**src/rtl/multicycle_core.sv**
```systemverilog
// Multi-cycle RV32I/RV32E core. A single request/ready bus carries both the
// instruction fetches and the data accesses, so memories may insert wait states.
module multicycle_core #(
  parameter logic [31:0] RESET_VECTOR   = 32'h0000_0000,
  parameter int unsigned REGISTER_COUNT = 32,
  parameter int unsigned COUNTER_WIDTH  = 32
) (
  input  logic                     clk,
  input  logic                     reset,
  output logic                     bus_request,
  output logic                     bus_write,
  output logic [31:0]              bus_address,
  output logic [3:0]               bus_byte_enable,
  output logic [31:0]              bus_write_data,
  input  logic                     bus_ready,
  input  logic [31:0]              bus_read_data,
  output logic [31:0]              program_counter,
  output logic                     halted,
  output logic [1:0]               halt_cause,
  output logic [COUNTER_WIDTH-1:0] retired_count
);

  localparam int unsigned RegIdxWidth = $clog2(REGISTER_COUNT);

  localparam logic [6:0] OpLui    = 7'b0110111;
  localparam logic [6:0] OpAuipc  = 7'b0010111;
  localparam logic [6:0] OpJal    = 7'b1101111;
  localparam logic [6:0] OpJalr   = 7'b1100111;
  localparam logic [6:0] OpBranch = 7'b1100011;
  localparam logic [6:0] OpLoad   = 7'b0000011;
  localparam logic [6:0] OpStore  = 7'b0100011;
  localparam logic [6:0] OpImm    = 7'b0010011;
  localparam logic [6:0] OpReg    = 7'b0110011;
  localparam logic [6:0] OpFence  = 7'b0001111;
  localparam logic [6:0] OpSystem = 7'b1110011;

  localparam logic [1:0] CauseSystem     = 2'd0;
  localparam logic [1:0] CauseIllegal    = 2'd1;
  localparam logic [1:0] CauseMemAlign   = 2'd2;
  localparam logic [1:0] CauseTargetAlign = 2'd3;

  typedef enum logic [1:0] {StFetch, StExecute, StMemory, StHalt} state_e;

  state_e                   state_q;
  logic [31:0]              pc_q;
  logic [31:0]              instr_q;
  logic [31:0]              mem_addr_q;
  logic [31:0]              store_data_q;
  logic [3:0]               byte_en_q;
  logic                     halted_q;
  logic [1:0]               cause_q;
  logic [COUNTER_WIDTH-1:0] retired_q;

  // Register file; deliberately not reset, x0 is forced to zero on read.
  logic [31:0] regs [REGISTER_COUNT];

  logic [6:0]  opcode;
  logic [6:0]  funct7;
  logic [2:0]  funct3;
  logic [4:0]  rs1_idx;
  logic [4:0]  rs2_idx;
  logic [4:0]  rd_idx;
  logic [31:0] imm_i;
  logic [31:0] imm_s;
  logic [31:0] imm_b;
  logic [31:0] imm_u;
  logic [31:0] imm_j;
  logic [31:0] rs1_val;
  logic [31:0] rs2_val;

  assign opcode  = instr_q[6:0];
  assign rd_idx  = instr_q[11:7];
  assign funct3  = instr_q[14:12];
  assign rs1_idx = instr_q[19:15];
  assign rs2_idx = instr_q[24:20];
  assign funct7  = instr_q[31:25];

  assign imm_i = {{20{instr_q[31]}}, instr_q[31:20]};
  assign imm_s = {{20{instr_q[31]}}, instr_q[31:25], instr_q[11:7]};
  assign imm_b = {{19{instr_q[31]}}, instr_q[31], instr_q[7], instr_q[30:25],
                  instr_q[11:8], 1'b0};
  assign imm_u = {instr_q[31:12], 12'h000};
  assign imm_j = {{11{instr_q[31]}}, instr_q[31], instr_q[19:12], instr_q[20],
                  instr_q[30:21], 1'b0};

  assign rs1_val = (rs1_idx == 5'd0) ? 32'd0 : regs[rs1_idx[RegIdxWidth-1:0]];
  assign rs2_val = (rs2_idx == 5'd0) ? 32'd0 : regs[rs2_idx[RegIdxWidth-1:0]];

  logic legal;
  logic is_system;
  logic uses_rs1;
  logic uses_rs2;
  logic uses_rd;

  // Instruction legality, including the reduced register range of RV32E.
  always_comb begin
    legal    = 1'b0;
    uses_rs1 = 1'b0;
    uses_rs2 = 1'b0;
    uses_rd  = 1'b0;
    case (opcode)
      OpLui, OpAuipc, OpJal: begin
        legal   = 1'b1;
        uses_rd = 1'b1;
      end
      OpJalr: begin
        legal    = (funct3 == 3'd0);
        uses_rs1 = 1'b1;
        uses_rd  = 1'b1;
      end
      OpBranch: begin
        legal    = (funct3 != 3'd2) && (funct3 != 3'd3);
        uses_rs1 = 1'b1;
        uses_rs2 = 1'b1;
      end
      OpLoad: begin
        legal    = (funct3 != 3'd3) && (funct3 != 3'd6) && (funct3 != 3'd7);
        uses_rs1 = 1'b1;
        uses_rd  = 1'b1;
      end
      OpStore: begin
        legal    = (funct3 < 3'd3);
        uses_rs1 = 1'b1;
        uses_rs2 = 1'b1;
      end
      OpImm: begin
        if (funct3 == 3'd1)      legal = (funct7 == 7'd0);
        else if (funct3 == 3'd5) legal = (funct7 == 7'd0) || (funct7 == 7'b0100000);
        else                     legal = 1'b1;
        uses_rs1 = 1'b1;
        uses_rd  = 1'b1;
      end
      OpReg: begin
        legal    = (funct7 == 7'd0) ||
                   ((funct7 == 7'b0100000) && ((funct3 == 3'd0) || (funct3 == 3'd5)));
        uses_rs1 = 1'b1;
        uses_rs2 = 1'b1;
        uses_rd  = 1'b1;
      end
      OpFence:  legal = (funct3 == 3'd0);
      OpSystem: legal = (instr_q == 32'h0000_0073) || (instr_q == 32'h0010_0073);
      default:  legal = 1'b0;
    endcase
    if ((REGISTER_COUNT < 32) &&
        ((uses_rs1 && rs1_idx[4]) || (uses_rs2 && rs2_idx[4]) || (uses_rd && rd_idx[4]))) begin
      legal = 1'b0;
    end
  end

  assign is_system = (opcode == OpSystem);

  logic [31:0] alu_b;
  logic [4:0]  shamt;
  logic [31:0] alu_result;

  // ALU shared by OP and OP-IMM; only OP uses funct7[5] to select subtract.
  always_comb begin
    alu_b      = (opcode == OpReg) ? rs2_val : imm_i;
    shamt      = alu_b[4:0];
    alu_result = 32'd0;
    case (funct3)
      3'd0: alu_result = ((opcode == OpReg) && funct7[5]) ? rs1_val - alu_b : rs1_val + alu_b;
      3'd1: alu_result = rs1_val << shamt;
      3'd2: alu_result = {31'd0, $signed(rs1_val) < $signed(alu_b)};
      3'd3: alu_result = {31'd0, rs1_val < alu_b};
      3'd4: alu_result = rs1_val ^ alu_b;
      3'd5: alu_result = funct7[5] ? 32'($signed(rs1_val) >>> shamt) : rs1_val >> shamt;
      3'd6: alu_result = rs1_val | alu_b;
      default: alu_result = rs1_val & alu_b;
    endcase
  end

  logic branch_taken;

  // Branch comparator.
  always_comb begin
    case (funct3)
      3'd0:    branch_taken = (rs1_val == rs2_val);
      3'd1:    branch_taken = (rs1_val != rs2_val);
      3'd4:    branch_taken = ($signed(rs1_val) < $signed(rs2_val));
      3'd5:    branch_taken = ($signed(rs1_val) >= $signed(rs2_val));
      3'd6:    branch_taken = (rs1_val < rs2_val);
      3'd7:    branch_taken = (rs1_val >= rs2_val);
      default: branch_taken = 1'b0;
    endcase
  end

  logic [31:0] next_pc;
  logic [31:0] wb_data;
  logic        wb_en;
  logic        transfer;
  logic        target_misaligned;

  // Next PC and write-back value for single-cycle instructions.
  always_comb begin
    next_pc  = pc_q + 32'd4;
    wb_data  = alu_result;
    wb_en    = 1'b0;
    transfer = 1'b0;
    case (opcode)
      OpLui: begin
        wb_data = imm_u;
        wb_en   = 1'b1;
      end
      OpAuipc: begin
        wb_data = pc_q + imm_u;
        wb_en   = 1'b1;
      end
      OpJal: begin
        wb_data  = pc_q + 32'd4;
        wb_en    = 1'b1;
        next_pc  = pc_q + imm_j;
        transfer = 1'b1;
      end
      OpJalr: begin
        wb_data  = pc_q + 32'd4;
        wb_en    = 1'b1;
        next_pc  = (rs1_val + imm_i) & ~32'd1;
        transfer = 1'b1;
      end
      OpBranch: begin
        if (branch_taken) begin
          next_pc  = pc_q + imm_b;
          transfer = 1'b1;
        end
      end
      OpImm, OpReg: wb_en = 1'b1;
      default: wb_en = 1'b0;
    endcase
  end

  assign target_misaligned = transfer && next_pc[1];

  logic        is_load;
  logic        is_store;
  logic [31:0] mem_addr;
  logic        mem_misaligned;
  logic [3:0]  byte_en;
  logic [31:0] store_data;

  assign is_load  = (opcode == OpLoad);
  assign is_store = (opcode == OpStore);
  assign mem_addr = rs1_val + (is_store ? imm_s : imm_i);

  // Address check, lane strobes and lane-replicated store data.
  always_comb begin
    mem_misaligned = ((funct3[1:0] == 2'b10) && (mem_addr[1:0] != 2'b00)) ||
                     ((funct3[1:0] == 2'b01) && mem_addr[0]);
    case (funct3[1:0])
      2'b00: begin
        byte_en    = 4'b0001 << mem_addr[1:0];
        store_data = {4{rs2_val[7:0]}};
      end
      2'b01: begin
        byte_en    = mem_addr[1] ? 4'b1100 : 4'b0011;
        store_data = {2{rs2_val[15:0]}};
      end
      default: begin
        byte_en    = 4'b1111;
        store_data = rs2_val;
      end
    endcase
    if (is_load) byte_en = 4'b1111;
  end

  logic [31:0] load_shifted;
  logic [31:0] load_data;

  // Lane select and extension of returned load data.
  always_comb begin
    load_shifted = bus_read_data >> {mem_addr_q[1:0], 3'b000};
    case (funct3)
      3'd0:    load_data = {{24{load_shifted[7]}}, load_shifted[7:0]};
      3'd1:    load_data = {{16{load_shifted[15]}}, load_shifted[15:0]};
      3'd4:    load_data = {24'd0, load_shifted[7:0]};
      3'd5:    load_data = {16'd0, load_shifted[15:0]};
      default: load_data = load_shifted;
    endcase
  end

  logic        exec_retire;
  logic        rf_we;
  logic [31:0] rf_wdata;

  assign exec_retire = legal && !is_system && !target_misaligned && !is_load && !is_store;

  // Register write port; a bus_ready coinciding with reset must not write.
  always_comb begin
    rf_we    = 1'b0;
    rf_wdata = wb_data;
    if (!reset && (rd_idx != 5'd0)) begin
      if ((state_q == StExecute) && exec_retire && wb_en) begin
        rf_we = 1'b1;
      end else if ((state_q == StMemory) && bus_ready && is_load) begin
        rf_we    = 1'b1;
        rf_wdata = load_data;
      end
    end
  end

  // Register file write.
  always_ff @(posedge clk) begin
    if (rf_we) regs[rd_idx[RegIdxWidth-1:0]] <= rf_wdata;
  end

  // Main sequencer: fetch, execute, optional memory phase, halt.
  always_ff @(posedge clk or posedge reset) begin
    if (reset) begin
      state_q      <= StFetch;
      pc_q         <= RESET_VECTOR;
      instr_q      <= 32'd0;
      mem_addr_q   <= 32'd0;
      store_data_q <= 32'd0;
      byte_en_q    <= 4'd0;
      halted_q     <= 1'b0;
      cause_q      <= CauseSystem;
      retired_q    <= '0;
    end else begin
      unique case (state_q)
        StFetch: begin
          if (bus_ready) begin
            instr_q <= bus_read_data;
            state_q <= StExecute;
          end
        end
        StExecute: begin
          if (!legal) begin
            state_q  <= StHalt;
            halted_q <= 1'b1;
            cause_q  <= CauseIllegal;
          end else if (is_system) begin
            state_q  <= StHalt;
            halted_q <= 1'b1;
            cause_q  <= CauseSystem;
          end else if (is_load || is_store) begin
            if (mem_misaligned) begin
              state_q  <= StHalt;
              halted_q <= 1'b1;
              cause_q  <= CauseMemAlign;
            end else begin
              mem_addr_q   <= mem_addr;
              byte_en_q    <= byte_en;
              store_data_q <= store_data;
              state_q      <= StMemory;
            end
          end else if (target_misaligned) begin
            state_q  <= StHalt;
            halted_q <= 1'b1;
            cause_q  <= CauseTargetAlign;
          end else begin
            pc_q      <= next_pc;
            retired_q <= retired_q + COUNTER_WIDTH'(1);
            state_q   <= StFetch;
          end
        end
        StMemory: begin
          if (bus_ready) begin
            pc_q      <= pc_q + 32'd4;
            retired_q <= retired_q + COUNTER_WIDTH'(1);
            state_q   <= StFetch;
          end
        end
        StHalt: state_q <= StHalt;
      endcase
    end
  end

  // Bus drive; request is gated by reset so it drops the instant reset rises.
  assign bus_request     = !reset && ((state_q == StFetch) || (state_q == StMemory));
  assign bus_write       = (state_q == StMemory) && is_store;
  assign bus_address     = (state_q == StMemory) ? {mem_addr_q[31:2], 2'b00} : pc_q;
  assign bus_byte_enable = (state_q == StMemory) ? byte_en_q : 4'b1111;
  assign bus_write_data  = store_data_q;

  assign program_counter = pc_q;
  assign halted          = halted_q;
  assign halt_cause      = cause_q;
  assign retired_count   = retired_q;

endmodule

```
**config.mk**
```make
export PLATFORM = sky130hd
export DESIGN_NAME = multicycle_core
export DESIGN_NICKNAME = d
export VERILOG_FILES = /design/src/rtl/multicycle_core.sv
export SDC_FILE = /design/constraint.sdc
export NUM_CORES = 2
export LEC_CHECK = 0
export CORE_MARGIN = 2
export CORE_UTILIZATION = 30
export CTS_CLUSTER_SIZE = 25
export DETAILED_ROUTE_END_ITERATION = 8
export SLEW_MARGIN = 15
export SYNTH_ARGS = -nofsm -noshare
export SYNTH_HDL_FRONTEND = slang
export SYNTH_SLANG_ARGS = --single-unit
export TNS_END_PERCENT = 1
```
**constraint.sdc**
```tcl
create_clock -name clk -period 8 [get_ports clk]
set_input_delay 2.4 -clock clk [delete_from_list [all_inputs] [get_ports clk]]
set_output_delay 2.4 -clock clk [all_outputs]
set_load 0.02 [all_outputs]
```
# Word level (Yosys, flattened, before mapping)
# Memory sizes are Yosys's and may differ from the RTL's.
# Index checks and enable logic that the tools add are counted.
# Widths: inputs -> output; s select.
# word_totals
n_memories,1
out_inout_bits,137
wordCells,187
inputBits,35
ramBits,1024
reg_bits,169
# op_classes
reduce_logical,49
n_lt_le_gt_ge,7
shift,5
n_mux,62
add_sub_neg,9
eq_ne,40
n_bitwise,5
# memory_table
name,depth,word_bits,read_ports,rd_clocked_by_memory_dff,wr,line_no,text
regs,32,32,2,0,1,55,logic [31:0] regs [REGISTER_COUNT];
# op_table
operator,count
$mux 32,20
$pmux 32 s7,1
$add 32x32->32,6
$pmux 32 s2,3
$pmux 32 s3,2
$lt 32x32->1,4
$pmux 32 s4,1
$ge 32x32->1,2
$shr 32x5->32,2
$add 32x1->32 const B,1
$add 32x3->32 const B,1
$and 32x32->32,1
$eq 32x21->1 const B,1
$eq 32x32->1,1
$eq 32x7->1 const B,1
$ne 32x32->1,1
$or 32x32->32,1
$shl 32x5->32,1
$sshr 32x5->32,1
$sub 32x32->32,1
$xor 32x32->32,1
$eq 7x6->1 const B,4
$eq 7x7->1 const B,4
$mux 2,11
40 further kinds,105

# Longest topological paths before layout
# depth
depth_word,17
depth_mapped,26
depth_no_buf,19

# Worst setup path after synthesis
# No wires, ideal clock.
# synth_timing
path_type,register -> register
from,reg instr_q[20]
to,mem regs[8][0] (enable)
setup_ns,0.461
path_buffers,7
setup_slack_ns,-0.292
period_less_slack_ns,8.292
stages_incl_launch_ff,24
required_ns,7.539
arrival_ns,7.831
cell_sequence,dfrtp_1 > buf_6 > buf_12 > buf_6 > buf_6 > buf_2 > buf_2 > buf_2 > mux4_2 > mux4_2 > mux2_2 > nand2_1 > ha_1 > and3_1 > a221o_1 > a221o_1 > o21ai_0 > a41oi_1 > o311a_1 > nand4_1 > a31oi_1 > nor4_1 > nand3b_1 > nor3_1
# synth_between
elab_chain_len,17
elab_cells_between_ends,31
classes_between,1 x add/sub; 4 x order compare; 4 x eq/ne; 11 x mux; 10 x reduce/logical; 1 x memory
# synth_rtl
item,line_no,text
"start, declared",46,logic [31:0] instr_q;
"start signal, assigned",322,instr_q <= bus_read_data;
$mem_v2 32x32 or $logic_not 5->1 (tied branches),--,
$mux 32,87,assign rs2_val = (rs2_idx == 5'd0) ? 32'd0 : regs[rs2_idx[RegIdxWidth-1:0]];
$ge 32x32->1 (tied with other cells),183,3'd7: branch_taken = (rs1_val >= rs2_val);
$pmux 1 s6,177,case (funct3)
$mux 32 or $mux 1 (tied branches),222,if (branch_taken) begin
$pmux 32 s3 or $pmux 1 s2 (tied branches),200,case (opcode)
$logic_and 1x1->1,232,assign target_misaligned = transfer && next_pc[1];
$logic_not 1->1,285,assign exec_retire = legal && !is_system && !target_misaligned && !is_load && !is_store;
$logic_and 1x1->1 (*) (3 in series),285,
$logic_and 1x1->1 (*) (2 in series),292,if ((state_q == StExecute) && exec_retire && wb_en) begin
$mux 1 (*),292,
$mux 1 (*),291,if (!reset && (rd_idx != 5'd0)) begin
$mux 1 (*),303,if (rf_we) regs[rd_idx[RegIdxWidth-1:0]] <= rf_wdata;
$mux 1 (not written as such) (*),303,
"end, declared",55,
# Mark *: on every way between the ends. The rest lies on a longest branch, timed or not.

# Worst setup path after layout
# layout_timing
from,reg instr_q[15]
to,mem regs[1][23] (enable)
# layout_between
elab_chain_len,17
elab_cells_between_ends,31
classes_between,1 x add/sub; 4 x order compare; 4 x eq/ne; 11 x mux; 10 x reduce/logical; 1 x memory
# layout_rtl
item,line_no,text
$mem_v2 32x32 or $logic_not 5->1 (tied branches),--,
$mux 32,86,assign rs1_val = (rs1_idx == 5'd0) ? 32'd0 : regs[rs1_idx[RegIdxWidth-1:0]];
$ge 32x32->1 (tied with other cells),183,
$pmux 1 s6,177,
$mux 32 or $mux 1 (tied branches),222,
$pmux 32 s3 or $pmux 1 s2 (tied branches),200,
$logic_and 1x1->1,232,
$logic_not 1->1,285,
$logic_and 1x1->1 (*) (3 in series),285,
$logic_and 1x1->1 (*) (2 in series),292,
$mux 1 (*),292,
$mux 1 (*),291,
$mux 1 (*),303,
$mux 1 (not written as such) (*),303,
# Marked as above.

==> flow_summary.yaml <==
route:
  via_count: 61488
  drt_iter0_markers: 8932
  wirelength_um: 343000
  viasPerCell: 6.20
  dr.pass1.iters: 8
  routedWlPerCell_um: 34.6
  ant_nets: 0
  drc: 0
min_path:
  whs_path_depth: 1
  hp-class: "reg -> reg"
sta:
  timing.fmax_ghz: 0.130
  worst_slew_pin_slew_ns: 1.28
  period_share: 0.958
  hold_viol_final: 0
  fin_skew_ns: 0.0955
  rsz0062_at_grt: "false"
  holdWs_ns: 0.470
  min_period_ns: 7.66
  final-max-slew-violation-count: 0
  setup_viol: 0
  max_slew_margin: 0.124
setup_path:
  crit_path_cell_trace: "buf_12 > buf_12 > mux4_2 > a22oi_1 > a31oi_1 > a21boi_2 > ha_1 > and3_1 > a221o_1 > a221o_1 > o21ai_0 > a41oi_1 > o311a_1 > nand4_1 > a31oi_1 > buf_4 > nor4_1 > buf_4 > nand2b_1 > nor2_4 > buf_4"
  reg2reg_depth: 21
  crit_top_cell: "buf_4"
  max_stage_delay_ns: 0.98
  cp_num_buf_inv: 5
  endpoint_kind: "register"
  path_delay_family: "compound AO/OA/AOI/OAI gates"
  cp.arrival_ns: 8.18
  slowest_stage: "a21boi_2"
  crit_type: "reg -> reg"
  crit_fanout: 35
  startpoint_type: "register"
  crit_required_ns: 8.52
  cp.depth: 21
logic_synthesis:
  synth_cell_type_count: 128
  synth_cells: 6167
  ys_seq_area_frac: 0.466
  ys_ff_latch: 1192
  syn_avg_cell_area_um2: 12.2
  ys.warnings.count: 0
  synth-async-reset-ratio: 0.141
  synth_edf_count: 1024
  syn_area_um2: 75100
  synth-main-ff-cell: "edfxtp_1"
floorplan:
  rows: 183
  die_height_um: 504
  ioPinCount: 172
  core_um2: 249000
  die-area_um2: 254000
  start_util: 0.302
  die_x_um: 504
placement:
  place_inst: 9682
  place_congestion: 1.02
  dp_hpwl_um: 253000
  io_buffers: 169
final_layout:
  area_growth_pct: 16.9
  nNetsFinal: 6739
  instances_no_fill: 9918
  final_layout_size_suffix_gt1_frac: 0.199
clocking:
  clockBufferDepth: 3
  clk_latency_ns: 0.86
  cts_sinks: 1192
  h-tree-depth: 3
  cts_inserted_buffers: 121
  tritoncts: "built"
  cts_hold_buffers: 0
  clkSlewWorstSetupHoldPaths_ns: 0.06
  ctsRootBufferMaster: "clkbuf_16"
outcome:
  outcome: "completed"
global_route:
  grtUsageMet1: 0.339
  grt_use_total: 0.260
  grtUsageMet3: 0.0582
  busiest_layer: "met2"
  grt_first_pass_wirelength_um: 471000
  use_met2: 0.395
  overflow: 0
  grt_pass1_vias: 58526
  grt_max_degree: 103
  antenna_found_initial: 29
job:
  cap_violations: 0
==> routing by layer <==
| layer | vias to the layer above | part of all wire |
|---|---|---|
| met1 | 31184 | 0.39 |
| met5 | - | 0.00026 |
| met3 | 918 | 0.10 |
| met4 | 12 | 0.068 |
| met2 | 4468 | 0.44 |
| li1 | 24906 | - |
==> layout by cell type, fill, tap and decap left out, types with 109 or more instances in the layout <==
| master | n |
|---|---|
| a21oi_1 | 371 |
| a22oi_1 | 116 |
| buf_12 | 121 |
| buf_4 | 305 |
| clkbuf_16 | 121 |
| clkdlybuf4s50_1 | 169 |
| dfrtp_1 | 156 |
| edfxtp_1 | 1024 |
| ha_1 | 220 |
| inv_1 | 136 |
| mux2_2 | 114 |
| mux2i_1 | 327 |
| mux4_2 | 377 |
| nand2_1 | 519 |
| nand3_1 | 109 |
| nor2_1 | 396 |
| o21ai_0 | 342 |
| xnor2_1 | 132 |
==> synthesized netlist by cell type, drive strengths merged, types with 71 or more instances <==
library cell     n  area, um^2
ha             220        2750
a21oi          381        1950
nand2          521        1960
mux4           446       10300
mux2i          330        3320
xnor2          132        1160
dfrtp          168        4200
nand3          111         556
clkbuf         247        1180
nor2           436        1660
a22oi          121         928
a211oi          71         556
inv            147         564
nor3            83         420
buf            193        1470
mux2           118        1340
edfxtp        1024       30700
o21ai          354        1780
o22ai           74         475
==> kinds of logic (layout without fill, tap and decap cells) <==
group	after synthesis	count (layout)	synth area share
AO/OA/AOI/OAI	1563	1563	0.138
AND/OR/NAND/NOR	1507	1507	0.0929
flip-flops	1192	1192	0.466
multiplexers	894	894	0.199
buffers and inverters	591	968	0.0432
adder cells (fa/ha/maj)	227	227	0.0385
XOR/XNOR	192	192	0.0224
other	1	45	0.0000500
==> flip-flops by register name (all words and copies together) (netlist names) <==
register	flops
halt_cause	2
retired_count	32
mem_addr_q	32
bus_write_data	32
instr_q	32
program_counter	31
byte_en_q	4
halted	1
state_q	2
regs	1024
==> worst paths after layout <==
check	startpoint	endpoint	slack, ns
min in group asynchronous	reset	instr_q[17]	2.33
worst max register to register	instr_q[15]	regs[1][23]	0.34
max in group asynchronous	reset	instr_q[22]	4.61
worst min register to register	byte_en_q[2]	byte_en_q[2]	0.47
worst min-delay path	byte_en_q[2]	byte_en_q[2]	0.47
worst max-delay path	instr_q[15]	regs[1][23]	0.34
==> final cells by class <==
cell class	instances	area, um^2
Sequential cell	1192	35000
Inverter	149	579
Clock inverter	83	912
Multi-Input combinational cell	4417	37500
Timing Repair Buffer	596	6410
Fill cell	24162	161000
Antenna cell	11	27.5
Clock buffer	140	3120
Tap cell	3330	4170
==> timing repair <==
action                     in CTS  in global routing
gates resized for setup         0                  3
hold endpoints to repair        0                  0
setup buffers                   0                  2
setup endpoints to repair       0                274
==> through the flow <==
stage / setup WS, ns / setup TNS, ns / area, um^2 / util
final: 0.337 / 0 / 87800 / 0.353
after global routing: 0.166 / 0 / 87700 / 0.353
after CTS: 0.200 / 0 / 87700 / 0.353
after detailed placement: 0.364 / 0 / 83700 / 0.337
after global placement: 0.419 / 0 / 83700 / 0.336
after floorplan: -0.285 / -18.04 / 75200 / -
Power is not shown: default switching activity piles up to over one toggle a cycle in this logic, so the estimate is an artifact.
